$ cat src/rtl/flags_branch_unit_if.sv
// rtl/flags_branch_unit_if.sv - bundled flag, branch and exception signals of flags_branch_unit
// Purpose: groups every non-clock/reset signal of flags_branch_unit.
// Ports (master = pipeline/control side, slave = flags_branch_unit):
//   flags_we, flags_cmp, rflags_in[4:0]       ALU flag capture
//   br_valid, br_cond[2:0], br_target, pc_next branch request
//   br_done, br_taken, br_pc                   branch resolution
//   flags_q[4:0]                               architectural flags
//   exc_req, exc_code[1:0], exc_ack, stall     exception handshake
//   exc_cnt                                    acknowledged exception count
interface flags_branch_unit_if #(
  parameter int DATA_WIDTH = 16,
  parameter int CNT_WIDTH  = 8
);
  logic                  flags_we;
  logic                  flags_cmp;
  logic [4:0]            rflags_in;
  logic                  br_valid;
  logic [2:0]            br_cond;
  logic [DATA_WIDTH-1:0] br_target;
  logic [DATA_WIDTH-1:0] pc_next;
  logic                  br_done;
  logic                  br_taken;
  logic [DATA_WIDTH-1:0] br_pc;
  logic [4:0]            flags_q;
  logic                  exc_req;
  logic [1:0]            exc_code;
  logic                  exc_ack;
  logic                  stall;
  logic [CNT_WIDTH-1:0]  exc_cnt;

  modport master (
    output flags_we, flags_cmp, rflags_in, br_valid, br_cond, br_target, pc_next, exc_ack,
    input  br_done, br_taken, br_pc, flags_q, exc_req, exc_code, stall, exc_cnt
  );

  modport slave (
    input  flags_we, flags_cmp, rflags_in, br_valid, br_cond, br_target, pc_next, exc_ack,
    output br_done, br_taken, br_pc, flags_q, exc_req, exc_code, stall, exc_cnt
  );
endinterface

$ cat src/rtl/flags_branch_unit.sv
// rtl/flags_branch_unit.sv - architectural flag register, branch resolution and exception requester
// Purpose: captures ALU flags, resolves conditional branches against the held compare
//   flags (with same-cycle bypass), and raises sticky overflow / divide-by-zero
//   exceptions to the control unit over a 4-phase req/ack handshake.
// Ports:
//   clk    rising-edge clock
//   rst_n  asynchronous active-low reset
//   bus    flags_branch_unit_if.slave (see interface file for the signal list)
module flags_branch_unit #(
  parameter int DATA_WIDTH = 16,
  parameter int CNT_WIDTH  = 8
) (
  input logic                clk,
  input logic                rst_n,
  flags_branch_unit_if.slave bus
);

  typedef enum logic [1:0] {
    S_IDLE = 2'd0,
    S_REQ  = 2'd1,
    S_CLR  = 2'd2
  } state_e;

  state_e                state_q;
  logic [4:0]            flag_reg_q, flag_reg_d;
  logic                  ovf_pend_q, ovf_pend_d;
  logic                  dz_pend_q, dz_pend_d;
  logic                  exc_req_q;
  logic                  stall_q;
  logic [1:0]            exc_code_q;
  logic [CNT_WIDTH-1:0]  exc_cnt_q;
  logic                  br_done_q;
  logic                  br_taken_q;
  logic [DATA_WIDTH-1:0] br_pc_q;

  logic [4:1]            eff_flags;
  logic                  cond_true;
  logic                  ack_in_req;

  assign ack_in_req = (state_q == S_REQ) && bus.exc_ack;

  // Next flag register value, branch-visible flags and sticky pend bits.
  // The branch sees this cycle's ALU flags when they are being written, so a
  // CMP followed immediately by a branch in the same cycle resolves correctly.
  always_comb begin
    flag_reg_d = flag_reg_q;
    eff_flags  = flag_reg_q[4:1];
    if (bus.flags_we) begin
      flag_reg_d[4] = bus.rflags_in[4];
      flag_reg_d[0] = bus.rflags_in[0];
      eff_flags[4]  = bus.rflags_in[4];
      if (bus.flags_cmp) begin
        flag_reg_d[3:1] = bus.rflags_in[3:1];
        eff_flags[3:1]  = bus.rflags_in[3:1];
      end
    end
    // A new event in the acknowledge cycle wins over the clear.
    ovf_pend_d = (ovf_pend_q && !(ack_in_req && exc_code_q[0])) ||
                 (bus.flags_we && bus.rflags_in[4]);
    dz_pend_d  = (dz_pend_q && !(ack_in_req && exc_code_q[1])) ||
                 (bus.flags_we && bus.rflags_in[0]);
  end

  always_comb begin
    cond_true = 1'b0;
    case (bus.br_cond)
      3'b000:  cond_true = 1'b1;
      3'b001:  cond_true = eff_flags[2];
      3'b010:  cond_true = !eff_flags[2];
      3'b011:  cond_true = eff_flags[3];
      3'b100:  cond_true = eff_flags[1];
      3'b101:  cond_true = eff_flags[3] | eff_flags[2];
      3'b110:  cond_true = eff_flags[1] | eff_flags[2];
      3'b111:  cond_true = eff_flags[4];
      default: cond_true = 1'b0;
    endcase
  end

  always_ff @(posedge clk or negedge rst_n) begin
    if (!rst_n) begin
      flag_reg_q <= '0;
      ovf_pend_q <= 1'b0;
      dz_pend_q  <= 1'b0;
    end else begin
      flag_reg_q <= flag_reg_d;
      ovf_pend_q <= ovf_pend_d;
      dz_pend_q  <= dz_pend_d;
    end
  end

  always_ff @(posedge clk or negedge rst_n) begin
    if (!rst_n) begin
      br_done_q  <= 1'b0;
      br_taken_q <= 1'b0;
      br_pc_q    <= '0;
    end else begin
      br_done_q  <= bus.br_valid;
      br_taken_q <= bus.br_valid && cond_true;
      if (bus.br_valid) begin
        br_pc_q <= cond_true ? bus.br_target : bus.pc_next;
      end
    end
  end

  // Exception handshake FSM. exc_code is latched on entry to REQ and only
  // changes on the next entry, so it is stable for the whole request.
  always_ff @(posedge clk or negedge rst_n) begin
    if (!rst_n) begin
      state_q    <= S_IDLE;
      exc_req_q  <= 1'b0;
      stall_q    <= 1'b0;
      exc_code_q <= '0;
      exc_cnt_q  <= '0;
    end else begin
      case (state_q)
        S_IDLE: begin
          if (ovf_pend_q || dz_pend_q) begin
            state_q    <= S_REQ;
            exc_req_q  <= 1'b1;
            stall_q    <= 1'b1;
            exc_code_q <= {dz_pend_q, ovf_pend_q};
          end
        end
        S_REQ: begin
          if (bus.exc_ack) begin
            state_q   <= S_CLR;
            exc_req_q <= 1'b0;
            if (exc_cnt_q != {CNT_WIDTH{1'b1}}) begin
              exc_cnt_q <= exc_cnt_q + CNT_WIDTH'(1);
            end
          end
        end
        S_CLR: begin
          if (!bus.exc_ack) begin
            state_q <= S_IDLE;
            stall_q <= 1'b0;
          end
        end
        default: begin
          state_q   <= S_IDLE;
          exc_req_q <= 1'b0;
          stall_q   <= 1'b0;
        end
      endcase
    end
  end

  assign bus.flags_q  = flag_reg_q;
  assign bus.br_done  = br_done_q;
  assign bus.br_taken = br_taken_q;
  assign bus.br_pc    = br_pc_q;
  assign bus.exc_req  = exc_req_q;
  assign bus.exc_code = exc_code_q;
  assign bus.stall    = stall_q;
  assign bus.exc_cnt  = exc_cnt_q;

endmodule

$ cat src/flat_wrapper.sv
// flat-port wrapper written by rule: the top's interface ports become plain ports
module flags_branch_unit_flat 
#(
  parameter int DATA_WIDTH = 16,
  parameter int CNT_WIDTH  = 8
)
  (clk, rst_n, bus_flags_we, bus_flags_cmp, bus_rflags_in, bus_br_valid, bus_br_cond, bus_br_target, bus_pc_next, bus_exc_ack, bus_br_done, bus_br_taken, bus_br_pc, bus_flags_q, bus_exc_req, bus_exc_code, bus_stall, bus_exc_cnt);
  flags_branch_unit_if #(.DATA_WIDTH(DATA_WIDTH), .CNT_WIDTH(CNT_WIDTH)) bus_i ();
  input logic clk;
  input logic rst_n;
  input wire logic [$bits(bus_i.flags_we)-1:0] bus_flags_we;
  input wire logic [$bits(bus_i.flags_cmp)-1:0] bus_flags_cmp;
  input wire logic [$bits(bus_i.rflags_in)-1:0] bus_rflags_in;
  input wire logic [$bits(bus_i.br_valid)-1:0] bus_br_valid;
  input wire logic [$bits(bus_i.br_cond)-1:0] bus_br_cond;
  input wire logic [$bits(bus_i.br_target)-1:0] bus_br_target;
  input wire logic [$bits(bus_i.pc_next)-1:0] bus_pc_next;
  input wire logic [$bits(bus_i.exc_ack)-1:0] bus_exc_ack;
  output wire logic [$bits(bus_i.br_done)-1:0] bus_br_done;
  output wire logic [$bits(bus_i.br_taken)-1:0] bus_br_taken;
  output wire logic [$bits(bus_i.br_pc)-1:0] bus_br_pc;
  output wire logic [$bits(bus_i.flags_q)-1:0] bus_flags_q;
  output wire logic [$bits(bus_i.exc_req)-1:0] bus_exc_req;
  output wire logic [$bits(bus_i.exc_code)-1:0] bus_exc_code;
  output wire logic [$bits(bus_i.stall)-1:0] bus_stall;
  output wire logic [$bits(bus_i.exc_cnt)-1:0] bus_exc_cnt;
  assign bus_i.flags_we = bus_flags_we;
  assign bus_i.flags_cmp = bus_flags_cmp;
  assign bus_i.rflags_in = bus_rflags_in;
  assign bus_i.br_valid = bus_br_valid;
  assign bus_i.br_cond = bus_br_cond;
  assign bus_i.br_target = bus_br_target;
  assign bus_i.pc_next = bus_pc_next;
  assign bus_i.exc_ack = bus_exc_ack;
  assign bus_br_done = bus_i.br_done;
  assign bus_br_taken = bus_i.br_taken;
  assign bus_br_pc = bus_i.br_pc;
  assign bus_flags_q = bus_i.flags_q;
  assign bus_exc_req = bus_i.exc_req;
  assign bus_exc_code = bus_i.exc_code;
  assign bus_stall = bus_i.stall;
  assign bus_exc_cnt = bus_i.exc_cnt;
  flags_branch_unit #(.DATA_WIDTH(DATA_WIDTH), .CNT_WIDTH(CNT_WIDTH)) u_core (.clk(clk), .rst_n(rst_n), .bus(bus_i));
endmodule
$ cat config.mk
export PLATFORM = sky130hd
export DESIGN_NAME = flags_branch_unit_flat
export DESIGN_NICKNAME = d
export VERILOG_FILES = /design/src/rtl/flags_branch_unit_if.sv /design/src/rtl/flags_branch_unit.sv /design/src/flat_wrapper.sv
export SDC_FILE = /design/constraint.sdc
export NUM_CORES = 1
export LEC_CHECK = 0
export CORE_MARGIN = 5
export CORE_UTILIZATION = 25
export CTS_CLUSTER_DIAMETER = 60
export DETAILED_ROUTE_END_ITERATION = 6
export PLACE_DENSITY = 0.58
export SLEW_MARGIN = 15
export SYNTH_ARGS = -nofsm -noshare
export SYNTH_HDL_FRONTEND = slang
export SYNTH_SLANG_ARGS = --single-unit
$ cat constraint.sdc
create_clock -name clk -period 4.3 [get_ports clk]
set_clock_uncertainty 0.2 [all_clocks]
set_input_delay 0.86 -clock clk [delete_from_list [all_inputs] [get_ports clk]]
set_output_delay 0.86 -clock clk [all_outputs]
set_load 0.01 [all_outputs]
==> results.toml, run 1 <==
[routing]
wl_met2_mm = 2.52
vias_per_cell = 4.58
highest_layer = "met4"
via_count = 1654
wl_met3_um = 422
wl_per_cell_um = 14.2
drt_iter0_drc = 23
antenna_left = 0
routed_wl_mm = 5.12
drt-pass1-iter-count = 4
remaining_drc_errors = 0
m1WireLength_mm = 2.12

[critical_path]
r2r_start = "u_core.bus.flags_q[2]"
cp.buffers_inverters = 1
slowest_stage = "a31oi_2"
regToRegSetupSlack_ns = 1.96
crit_arrival_ns = 3.20
worst-path-max-fanout = 18
worst_path_largest_cell_delay_ns = 0.71
endpoint_kind = "register"
crit_family = "compound AO/OA/AOI/OAI gates"
crit_path_start = "bus_flags_we"
crit_type = "primary input to register"
cp_data_required_time_ns = 4.22
crit_chain = "clkdlybuf4s50_1, and4b_1, a221oi_2, a31oi_2, and2_4, o221ai_1"
worst_setup_path_start_kind = "primary input"

[floorplan]
io_pins = 81
std_cell_rows = 32
dieWidth_um = 98.0
fp.dieH_um = 98.0
start_util = 0.253
core_area_um2 = 7650
dieArea_um2 = 9600

[worst_hold_path]
hp-start = "u_core.bus.exc_cnt[7]"
hp-class = "register to register"

[sta]
slew_headroom = 0.376
finalCriticalPeriod_ns = 3.27
hold_ws_ns = 0.294
hold_violations = 0
slew_viol_final = 0
tightest_slew_ns = 0.936
rsz0062_at_grt = "false"
fin_tns_setup_ns = 0
setup_violations = 0
timing.final.crit_share = 0.761
max_freq_ghz = 0.306

[clock_tree]
cts_tree = "done"
cts_resized = 0
cts_setup_buffers = 0
cts_sinks = 39
cts_hold_buf = 0
cts_buffers = 5
root_buffer = "clkbuf_8"
clk_path_buf_depth = 2
clkTransAtPathRegs_ns = 0.07
clock_latency_ns = 0.28
htree_levels = 2

[synth]
yosysUniqueCellTypes = 41
synth-compound-area-share = 0.172
synth_xor_xnor_area_share = 0.0362
ys_ff_latch = 39
ys_seq_area_frac = 0.504
yosys.area_share.adder = 0.00646
synth.mux.area_fraction = 0.0271
synth_warnings = 0
syn-mean-instance-area_um2 = 10.6
yosys.area_share.simple = 0.180
synth_top_family_by_area = "simple AND/OR/NAND/NOR gates"
synth_nets = 229
synthCells = 182
synth_area_um2 = 1940

[global_routing]
antenna_found_initial = 0
grt_remaining_overflow = 0
grt_pass1_vias = 1789
grt_max_degree = 51
groute.usage.overall = 0.113
grt_first_pass_wirelength_mm = 8.96

[finish]
synthToLayoutAreaGrowth_pct = 48.9
drive_above_1_share = 0.108
layout.nets = 305
antenna_cells = 0
fill_cells = 783

[power_and_ir_drop]
peakVddDrop_v = 0.000113
power.density_nw_per_um2 = 448
p_leak_nw = 1.20

[placed_design]
gp_congestion = 0.767
dp_hpwl_mm = 3.79
portBuffers = 80

[status]
outcome = "finished, final reports clean"

[job]
maxCapViolations = 0
worst register-to-register path: cells and delay by family (launching register included):
family / cells / cell delay, ns
AOI/OAI and AO/OA: 4 / 1.15
DFF: 1 / 0.38
and+or+nand+nor: 1 / 0.45
cells in the final DEF (no fill, tap or decap), types with 2 or more instances in the layout:
cell type        netlist  final
inv_1                 18     18
buf_2                  0      2
nand4_1               20     20
mux2_4                 2      2
clkdlybuf4s50_1        0     78
a22o_1                 2      2
xnor2_1                5      5
nor2_1                 5      5
a21oi_1                3      3
o221ai_1               6      6
nand3_1                3      3
o221ai_2              10     10
clkbuf_8               0      7
and3_1                 4      4
nand2_1               27     27
xor2_1                 3      3
dfrtp_1               39     39
report_power, final:
group	leakage (nW)	switching (mW)	total (mW)	internal, mW
Combinational	0.676	0.204	0.468	0.264
Sequential	0.472	0.0930	0.556	0.463
Clock	0.0515	0.120	0.267	0.146
metal layers:
layer,up-vias,global-route usage
met5,-,0
met4,0,0.0288
met3,6,0.0457
met2,49,0.184
met1,789,0.139
li1,810,-
Yosys cell counts, drive strengths merged:
cell / count / area share
dfrtp: 39 / 0.50
nand2: 28 / 0.056
nand4: 20 / 0.065
inv: 19 / 0.037
o221ai: 16 / 0.10
clkbuf: 6 / 0.012
buf: 5 / 0.025
nor2: 5 / 0.0097
xnor2: 5 / 0.023
and3: 4 / 0.013
mux2: 4 / 0.027
a21oi: 3 / 0.0078
nand3: 3 / 0.0078
xor2: 3 / 0.014
a22o: 2 / 0.0091
a31oi: 2 / 0.0097
and2: 2 / 0.0078
a2111oi: 1 / 0.0052
a211oi: 1 / 0.0039
a21bo: 1 / 0.0052
a21boi: 1 / 0.0039
a221oi: 1 / 0.0078
and3b: 1 / 0.0045
and4b: 1 / 0.0052
ha: 1 / 0.0065
nand2b: 1 / 0.0032
nor2b: 1 / 0.0032
nor3: 1 / 0.0026
o21a: 1 / 0.0039
o21ai: 1 / 0.0026
o22ai: 1 / 0.0032
o32a: 1 / 0.0052
or2: 1 / 0.0032
state kept, by name (all words and copies together) (netlist names), 2 cells and up:
register	cells
u_core.bus.exc_cnt	8
u_core.bus.br_pc	16
u_core.bus.exc_code	2
u_core.bus.flags_q	5
u_core.state_q	2
area by class of cell:
| type | count | area, µm² | area share |
|---|---|---|---|
| timing repair buffer | 80 | 791 | 0.274 |
| clock buffer | 8 | 100 | 0.0347 |
| multi-input combinational | 113 | 817 | 0.283 |
| tap | 102 | 128 | 0.0443 |
| inverter | 19 | 71.3 | 0.0247 |
| sequential | 39 | 976 | 0.339 |
path summary, 6_finish.rpt:
check	depth (start not counted)	endpoint
worst max-delay path	6	u_core.bus.br_pc[1]
worst min-delay path	1	u_core.bus.exc_cnt[7]
worst max register to register	5	u_core.bus.br_pc[1]
worst min register to register	1	u_core.bus.exc_cnt[7]
max in group asynchronous	1	u_core.bus.exc_cnt[1]
min in group asynchronous	1	u_core.bus.exc_code[1]
kinds of logic after synthesis:
family          count (synthesis)
simple gates                   68
flops                          39
compound gates                 32
buf+inv                        30
xor+xnor                        8
mux                             4
fa+ha+maj                       1
through the flow:
step | instances | worst slack [ns] | total power [mW] | instance area, µm² | utilization
floorplan | 182 | 1.67 | 0.785 | 1940 | -
CTS | 361 | 1.02 | 1.32 | 2880 | 0.377
global route | 361 | 0.856 | 1.39 | 2880 | 0.377
global placement | 353 | 0.745 | 1.03 | 2780 | 0.364
detailed placement | 353 | 0.679 | 1.04 | 2780 | 0.364
finish | 361 | 1.03 | 1.29 | 2880 | 0.377
No activity file was read; power rests on OpenSTA's default activity.
==> run 2, diff against run 1 <==
==> constraint.sdc (replaced) <==
create_clock -name clk -period 3.24 [get_ports clk]
set_clock_uncertainty 0.2 [all_clocks]
set_input_delay 0.648 -clock clk [delete_from_list [all_inputs] [get_ports clk]]
set_output_delay 0.648 -clock clk [all_outputs]
set_load 0.01 [all_outputs]
==> run 2 against run 1 <==
  * Via count is 2.1% higher
  * Die area is the same
  * Power is 37% higher
  * First-iteration DRC count is 61% higher
  * Sequential share of layout area fell by 0.32 points
  * Critical path depth increased by 1
  * Global-route usage shrank 0.42 points
  * Register-to-register slack got worse by 0.72 ns
  * Critical endpoint is now u_core.bus.br_pc[4]
  * Highest routed layer unchanged
==> results.toml, run 2 (synthesis results as in run 1) <==
[status]
outcome = "finished, final reports clean"

[finish]
antenna_cells = 0
layout.nets = 307
drive_above_1_share = 0.119
largest_reg_flops = 16
fill_cells = 774
final_common_cell = "clkdlybuf4s50_1"
synthToLayoutAreaGrowth_pct = 50.4
mostFrequentLayoutCells = "clkdlybuf4s50_1 (78), dfrtp_1 (39), nand2_1 (27)"

[floorplan]
dieArea_um2 = 9600
io_pins = 81
dieWidth_um = 98.0
start_util = 0.253
core_area_um2 = 7650
fp.dieH_um = 98.0
std_cell_rows = 32

[routing]
routed_wl_mm = 5.10
antenna_left = 0
drt-pass1-iter-count = 4
remaining_drc_errors = 0
via_count = 1688
m1WireLength_mm = 2.22
wl_per_cell_um = 14.0
drt_iter0_drc = 37
vias_per_cell = 4.65
wl_met2_mm = 2.44
wl_met3_um = 423
highest_layer = "met4"

[clock_tree]
cts_setup_buffers = 0
clock_latency_ns = 0.29
clkTransAtPathRegs_ns = 0.08
cts_sinks = 39
htree_levels = 2
cts_resized = 0
root_buffer = "clkbuf_8"
cts_buffers = 5
clk_path_buf_depth = 2
cts_hold_buf = 0
cts_tree = "done"

[global_routing]
antenna_found_initial = 0
grt_first_pass_wirelength_mm = 8.48
grt_remaining_overflow = 0
groute.usage.overall = 0.109
grt_pass1_vias = 1686
grt_max_degree = 51

[critical_path]
r2r_start = "u_core.bus.flags_q[4]"
crit_end = "u_core.bus.br_pc[4]"
worst-path-max-fanout = 14
crit_arrival_ns = 2.66
endpoint_kind = "register"
regToRegSetupSlack_ns = 1.24
reg2regPathDepth = 6
worst_setup_path_start_kind = "primary input"
cp_data_required_time_ns = 3.16
r2r-end = "u_core.bus.br_pc[4]"
crit_type = "primary input to register"
crit_path_start = "bus_flags_we"

[sta]
worst_slack_ns = 0.506
fin_tns_setup_ns = 0
rsz0062_at_grt = "false"
finalCriticalPeriod_ns = 2.73
hold_violations = 0
slew_headroom = 0.378
tightest_slew_ns = 0.933
slew_viol_final = 0
setup_violations = 0
max_freq_ghz = 0.366
timing.final.crit_share = 0.844

[worst_hold_path]
hp-class = "primary input to asynchronous set/reset pin"

[power_and_ir_drop]
power.density_nw_per_um2 = 607
peakVddDrop_v = 0.000167
p_total_mw = 1.77
p_leak_nw = 1.22

[placed_design]
portBuffers = 80
pre_cts_slack_ns = 0.194
dp_hpwl_mm = 3.78
gp_congestion = 0.755

[job]
maxCapViolations = 0
run 2: cell types whose count changed in the layout (fill, tap and decap cells not counted), sizes merged:
cell    before  now
clkbuf       8    5
buf          2    4
clkinv       0    2
bufinv       0    1
run 2: worst min-delay path by stage:
stage	startpoint	end	cells after the start
after detailed placement	u_core.bus.flags_q[0]	u_core.bus.flags_q[0]	1
after global routing	u_core.bus.exc_cnt[5]	u_core.bus.exc_cnt[5]	1
after CTS	rst_n	u_core.bus.exc_req	1
final	rst_n	u_core.bus.exc_req	1
after floorplan	rst_n	u_core.bus.br_done	0
after global placement	u_core.bus.exc_cnt[7]	u_core.bus.exc_cnt[7]	1
run 2: critical path, stage by stage:
cell and delay [ns]:
clkdlybuf4s50_1 0.70, mux2_4 0.35, a221oi_2 0.32, a31oi_2 0.18, buf_4 0.22, nand4_1 0.10, o221ai_1 0.13
run 2: area by class of cell:
class                      count  area (µm²)  share of cell area
clock inverter                 3        43.8              0.0150
tap                          102         128              0.0439
inverter                      19        71.3              0.0245
multi-input combinational    113         817               0.281
timing repair buffer          82         806               0.277
clock buffer                   5        68.8              0.0236
sequential                    39         976               0.335
run 2: report_power, final:
part	leakage [nW]	internal, mW	switching [mW]
clock	0.0581	0.229	0.177
combinational	0.685	0.353	0.269
sequential	0.472	0.614	0.123
total	1.22	1.20	0.569
run 2: through the flow:
stage / instances / hold WS (ns) / cell area [µm²] / util
after floorplan: 182 / 0.152 / 1940 / -
after global placement: 355 / 0.280 / 2800 / 0.366
after detailed placement: 355 / 0.298 / 2800 / 0.366
after CTS: 363 / 0.312 / 2910 / 0.381
after global routing: 363 / 0.337 / 2910 / 0.381
final: 363 / 0.281 / 2910 / 0.381
run 2: metal layers:
metal,vias up,global-route usage
li1,815,-
met1,816,0.135
met2,55,0.173
met3,2,0.0493
met4,0,0.0266
met5,-,0
==> run 3, diff against run 2 <==
==> constraint.sdc (replaced) <==
create_clock -name clk -period 2.8 [get_ports clk]
set_clock_uncertainty 0.2 [all_clocks]
set_input_delay 0.56 -clock clk [delete_from_list [all_inputs] [get_ports clk]]
set_output_delay 0.56 -clock clk [all_outputs]
set_load 0.01 [all_outputs]
==> run 3 against run 2 <==
  * Clock power rose by 38%
  * Register-to-register slack lost 0.37 ns
  * Combinational power is 17% higher
  * Critical path depth decreased by 1
  * Critical path type unchanged
  * Critical endpoint is now u_core.bus.br_pc[3]
  * Largest cell class unchanged
  * Highest routed layer is now met3
==> results.toml, run 3 (synthesis results as in run 1) <==
[routing]
via_count = 1654
routed_wl_mm = 5.03
drt-pass1-iter-count = 4
drt_iter0_drc = 59
vias_per_cell = 4.51
remaining_drc_errors = 0
wl_per_cell_um = 13.7
antenna_left = 0

[sta]
finalCriticalPeriod_ns = 2.49
hold_violations = 0
slew_viol_final = 0
setup_violations = 0
rsz0062_at_grt = "false"
slew_headroom = 0.397
timing.final.crit_share = 0.888
tightest_slew_ns = 0.905
max_freq_ghz = 0.402
worst_slack_ns = 0.314

[power_and_ir_drop]
p_total_mw = 2.15
seq_power_share = 0.399
power_frac_comb = 0.340
internal_power_mw = 1.49
p_sw_frac = 0.307
pwr-share-clk = 0.261
peakVddDrop_v = 0.000205
switching_power_mw = 0.659
power.density_nw_per_um2 = 719
p_leak_nw = 1.25

[critical_path]
endpoint_kind = "register"
worst-path-max-fanout = 16
r2r-end = "u_core.bus.br_pc[3]"
crit_type = "primary input to register"
regToRegSetupSlack_ns = 0.87
cp_data_required_time_ns = 2.80
worst_setup_path_start_kind = "primary input"
r2r_start = "u_core.bus.flags_q[2]"
reg2regPathDepth = 5
crit_path_start = "bus_flags_we"
crit_arrival_ns = 2.49

[global_routing]
groute.usage.overall = 0.108
grt_max_degree = 40
antenna_found_initial = 0
grt_pass1_vias = 1739
grt_remaining_overflow = 0
grt_first_pass_wirelength_mm = 8.47

[finish]
layout.nets = 311
drive_above_1_share = 0.128
instances_no_fill = 367
final_common_cell = "clkdlybuf4s50_1"
synthToLayoutAreaGrowth_pct = 54.2
mostFrequentLayoutCells = "clkdlybuf4s50_1 (78), dfrtp_1 (39), nand2_1 (27)"
design_area_um2 = 2990
antenna_cells = 0
fin_util = 0.390
largest_reg_flops = 16

[clock_tree]
root_buffer = "clkbuf_8"
htree_levels = 2
cts_hold_buf = 0
clkTransAtPathRegs_ns = 0.08
cts_tree = "done"
cts_resized = 0
clock_latency_ns = 0.29
clk_path_buf_depth = 2
cts_sinks = 39
cts_setup_buffers = 0
cts_buffers = 5

[floorplan]
core_area_um2 = 7650
dieArea_um2 = 9600
std_cell_rows = 32
start_util = 0.253
io_pins = 81
dieWidth_um = 98.0
fp.dieH_um = 98.0

[worst_hold_path]
hp-class = "primary input to asynchronous set/reset pin"

[job]
maxCapViolations = 0

[placed_design]
portBuffers = 80
pre_cts_slack_ns = -0.0124
dpl.cell_count = 359
gp_congestion = 0.760
dp_hpwl_mm = 3.70
placed_area_um2 = 2850

[status]
outcome = "finished, final reports clean"
run 3: per-layer routing:
| metal | wire length [µm] | track usage | up-vias |
|---|---|---|---|
| li1 | - | - | 819 |
| met1 | 2200 | 0.135 | 777 |
| met4 | 0 | 0.0213 | 0 |
| met3 | 412 | 0.0507 | 0 |
| met5 | 0 | 0 | - |
| met2 | 2420 | 0.173 | 58 |
run 3: how the worst max path moves through the flow:
stage                                end  slack, ns
floorplan           u_core.bus.br_pc[13]       0.47
global placement     u_core.bus.br_pc[2]       0.02
detailed placement   u_core.bus.br_pc[4]      -0.01
CTS                  u_core.bus.br_pc[2]       0.30
global route         u_core.bus.br_pc[0]       0.20
finish               u_core.bus.br_pc[3]       0.31
run 3: area by class of cell:
class,instances,area [µm²]
sequential,39,976
fill,758,4660
tap,102,128
timing repair buffer,86,861
inverter,19,71.3
clock inverter,2,60.1
clock buffer,6,72.6
multi-input combinational,113,817
run 3: worst max-delay path, stage by stage:
cell and delay, ns:
clkdlybuf4s50_1 0.64, nand2_2 0.12, mux2_4 0.32, o32a_1 0.41
and2_4 0.25, o221ai_1 0.19
run 3: stage by stage:
step | setup TNS, ns | hold WS [ns]
floorplan | 0 | 0.0644
global placement | 0 | 0.280
detailed placement | -0.0189 | 0.285
CTS | 0 | 0.241
global route | 0 | 0.283
finish | 0 | 0.199
run 3: power by group through the flow:
stage               logic, mW  registers [mW]  clock network [mW]
CTS                     0.746           0.858               0.584
finish                  0.730           0.856               0.560
floorplan               0.312           0.893                   0
global route            0.805           0.882               0.610
detailed placement      0.742           0.868                   0
global placement        0.730           0.865                   0
==> patch, RTL diff (flow settings as in run 2) <==
`CNT_WIDTH` is set to 8 in 3 places; all go to 10.
--- a/src/rtl/flags_branch_unit_if.sv
+++ b/src/rtl/flags_branch_unit_if.sv
@@ -9,7 +9,7 @@
 //   exc_cnt                                    acknowledged exception count
 interface flags_branch_unit_if #(
   parameter int DATA_WIDTH = 16,
-  parameter int CNT_WIDTH  = 8
+  parameter int CNT_WIDTH  = 10
 );
   logic                  flags_we;
   logic                  flags_cmp;
--- a/src/rtl/flags_branch_unit.sv
+++ b/src/rtl/flags_branch_unit.sv
@@ -8,7 +8,7 @@
 //   bus    flags_branch_unit_if.slave (see interface file for the signal list)
 module flags_branch_unit #(
   parameter int DATA_WIDTH = 16,
-  parameter int CNT_WIDTH  = 8
+  parameter int CNT_WIDTH  = 10
 ) (
   input logic                clk,
   input logic                rst_n,
--- a/src/flat_wrapper.sv
+++ b/src/flat_wrapper.sv
@@ -2,7 +2,7 @@
 module flags_branch_unit_flat 
 #(
   parameter int DATA_WIDTH = 16,
-  parameter int CNT_WIDTH  = 8
+  parameter int CNT_WIDTH  = 10
 )
   (clk, rst_n, bus_flags_we, bus_flags_cmp, bus_rflags_in, bus_br_valid, bus_br_cond, bus_br_target, bus_pc_next, bus_exc_ack, bus_br_done, bus_br_taken, bus_br_pc, bus_flags_q, bus_exc_req, bus_exc_code, bus_stall, bus_exc_cnt);
   flags_branch_unit_if #(.DATA_WIDTH(DATA_WIDTH), .CNT_WIDTH(CNT_WIDTH)) bus_i ();
Ports: changed (resized bus_exc_cnt); port bits go from 81 to 83. No check against the original RTL was run, so the function may have changed too.
==> patch against run 2 <==
  * Register-to-register slack barely moved
  * Largest power group unchanged
  * Area after synthesis rose by 1.9%
  * Via count rose by 2.2%
  * Final area rose by 2.6%
  * Total power rose by 0.91%
  * Setup slack improved by 0.16 ns
  * Wire length rose by 1.9%
  * Sequential cell count rose by 2
  * Worst hold slack improved by 0.0074 ns
==> patch: results (changes against run 2) <==
| Metric | Value |
|---|---|
| Post-synthesis net count | 241 (+5.2%) |
| NonClk Buf Share | 0.278 (+0.00142) |
| Share of cells above drive strength 1 | 0.0688 (-0.0499) |
| Clk sinks | 41 (+5.1%) |
| Post-synthesis cell count | 194 (+6.6%) |
| DPL Wire Length | 3820 um (+0.91%) |
| Largest net degree at the start of global routing | 42 (-18%) |
| Compound-cell area share of the yosys netlist | 0.199 (+0.0272) |
| Drt pass-1 iters | 4 (unchanged) |
| Crit path DAT | 2.59 ns (-0.07 ns) |
| Post-Synth Adder-Cell Area | 0.00634 (-0.000123) |
| Post-CTS Resized | 0 (unchanged) |
| Wire per inst | 13.7 um (-2.2%) |
| Clock-cell share | 0.0390 (+0.000284) |
| P_leak | 1.23 nW (+1.4%) |
| Vias in the first global route | 1,773 (+5.2%) |
| Routing usage on met2 | 0.183 (+0.00955) |
| Status | finished clean |
| Nets | 322 (+4.9%) |
| GRT Overall Usage | 0.111 (+0.00169) |
| GR Util met1 | 0.131 (-0.00396) |
| Dpl cells | 370 (+4.2%) |
| Multi-input logic area | 866 um^2 (+6.0%) |
| Met3 Usage GRT | 0.0467 (-0.00258) |
| Crit path capture | u_core.bus.br_pc[7]$_DFFE_PN0P_ |
| Metal-1 WL | 2060 um (-6.9%) |
| Least-Margin Pin Slew | 0.946 ns (+0.0127 ns) |
| Sequential area share after synthesis | 0.520 (+0.0158) |
| DR vias/cell | 4.56 (-1.9%) |
| Met3 Wirelength | 436 um (+3.1%) |
| Signal buffers | 84 (+2.4%) |
| Reg2reg end | u_core.bus.exc_cnt[1]$_DFFE_PN0P_ |
| CP Max Fanout | 17 (+3) |
| Family with the most delay on the worst path | compound AO/OA/AOI/OAI gates |
| Multiplexer share of the synthesized area | 0.0222 (-0.00496) |
| Buffers added on ports | 82 (+2.5%) |
| XOR/XNOR Fraction of Synth Area | 0.0444 (+0.00819) |
| Top cells by area, synth | dfrtp_1 (52%), a31oi_1 (5.1%), nand3_1 (5.1%) |
| Gp weighted congestion | 0.712 (-5.7%) |
| Ant diodes | 0 (unchanged) |
| FF-to-FF path depth | 4 (-2) |
| Crit Reg-Reg Startpoint | u_core.bus.exc_cnt[3]$_DFFE_PN0P_ |
| Maximum resistive drop on vdd | 0.183 mV (+9.4%) |
| 1st-iter DRT viols | 29 (-22%) |
| Multi-Input Combinational | 138 (+22%) |
| Logic inverters | 5 (-14) |
| First-pass GRT wire length | 8790 um (+3.7%) |
| Seq area share | 0.344 (+0.00833) |
| Synth cell count leaders | dfrtp_1 (41), nor2_1 (24), nand3_1 (20) |
| Distinct cells, synth | 43 (+4.9%) |
| Root Buffer | clkbuf_8 |
| CLK BUF | 7 (+2) |
| Worst path max stage delay | 0.65 ns (-0.05 ns) |
| Final Non-Filler Cells | 378 (+4.1%) |
| Hold Path Class | flop to flop |
| DR WL met2 | 2660 um (+8.8%) |
-- patch: cell types whose count changed in the layout (fill, tap and decap cells not counted), sizes merged, moves of 3 or more --
cell,before,now
nand4,20,0
nor2,5,24
o21ai,1,20
nand3,3,20
o221ai,16,0
a31oi,2,17
nand2,28,13
inv,19,5
clkdlybuf4s50,78,81
-- patch: per-stage QoR --
step | utilization | power (mW) | hold WS [ns] | instance area (um^2) | setup WS [ns]
2_1_floorplan | - | 1.04 | 0.152 | 1970 | 1.06
3_3_place_gp | 0.371 | 1.36 | 0.280 | 2870 | 0.337
3_5_place_dp | 0.371 | 1.37 | 0.287 | 2870 | 0.316
4_1_cts | 0.386 | 1.81 | 0.299 | 2990 | 0.624
5_1_grt | 0.386 | 1.91 | 0.327 | 2990 | 0.372
6_report | 0.386 | 1.78 | 0.288 | 2990 | 0.662
-- patch: where the power goes --
part           switching [mW]  internal, mW
logic                   0.255         0.341
registers               0.121         0.635
clock network           0.178         0.251
total                   0.554          1.23
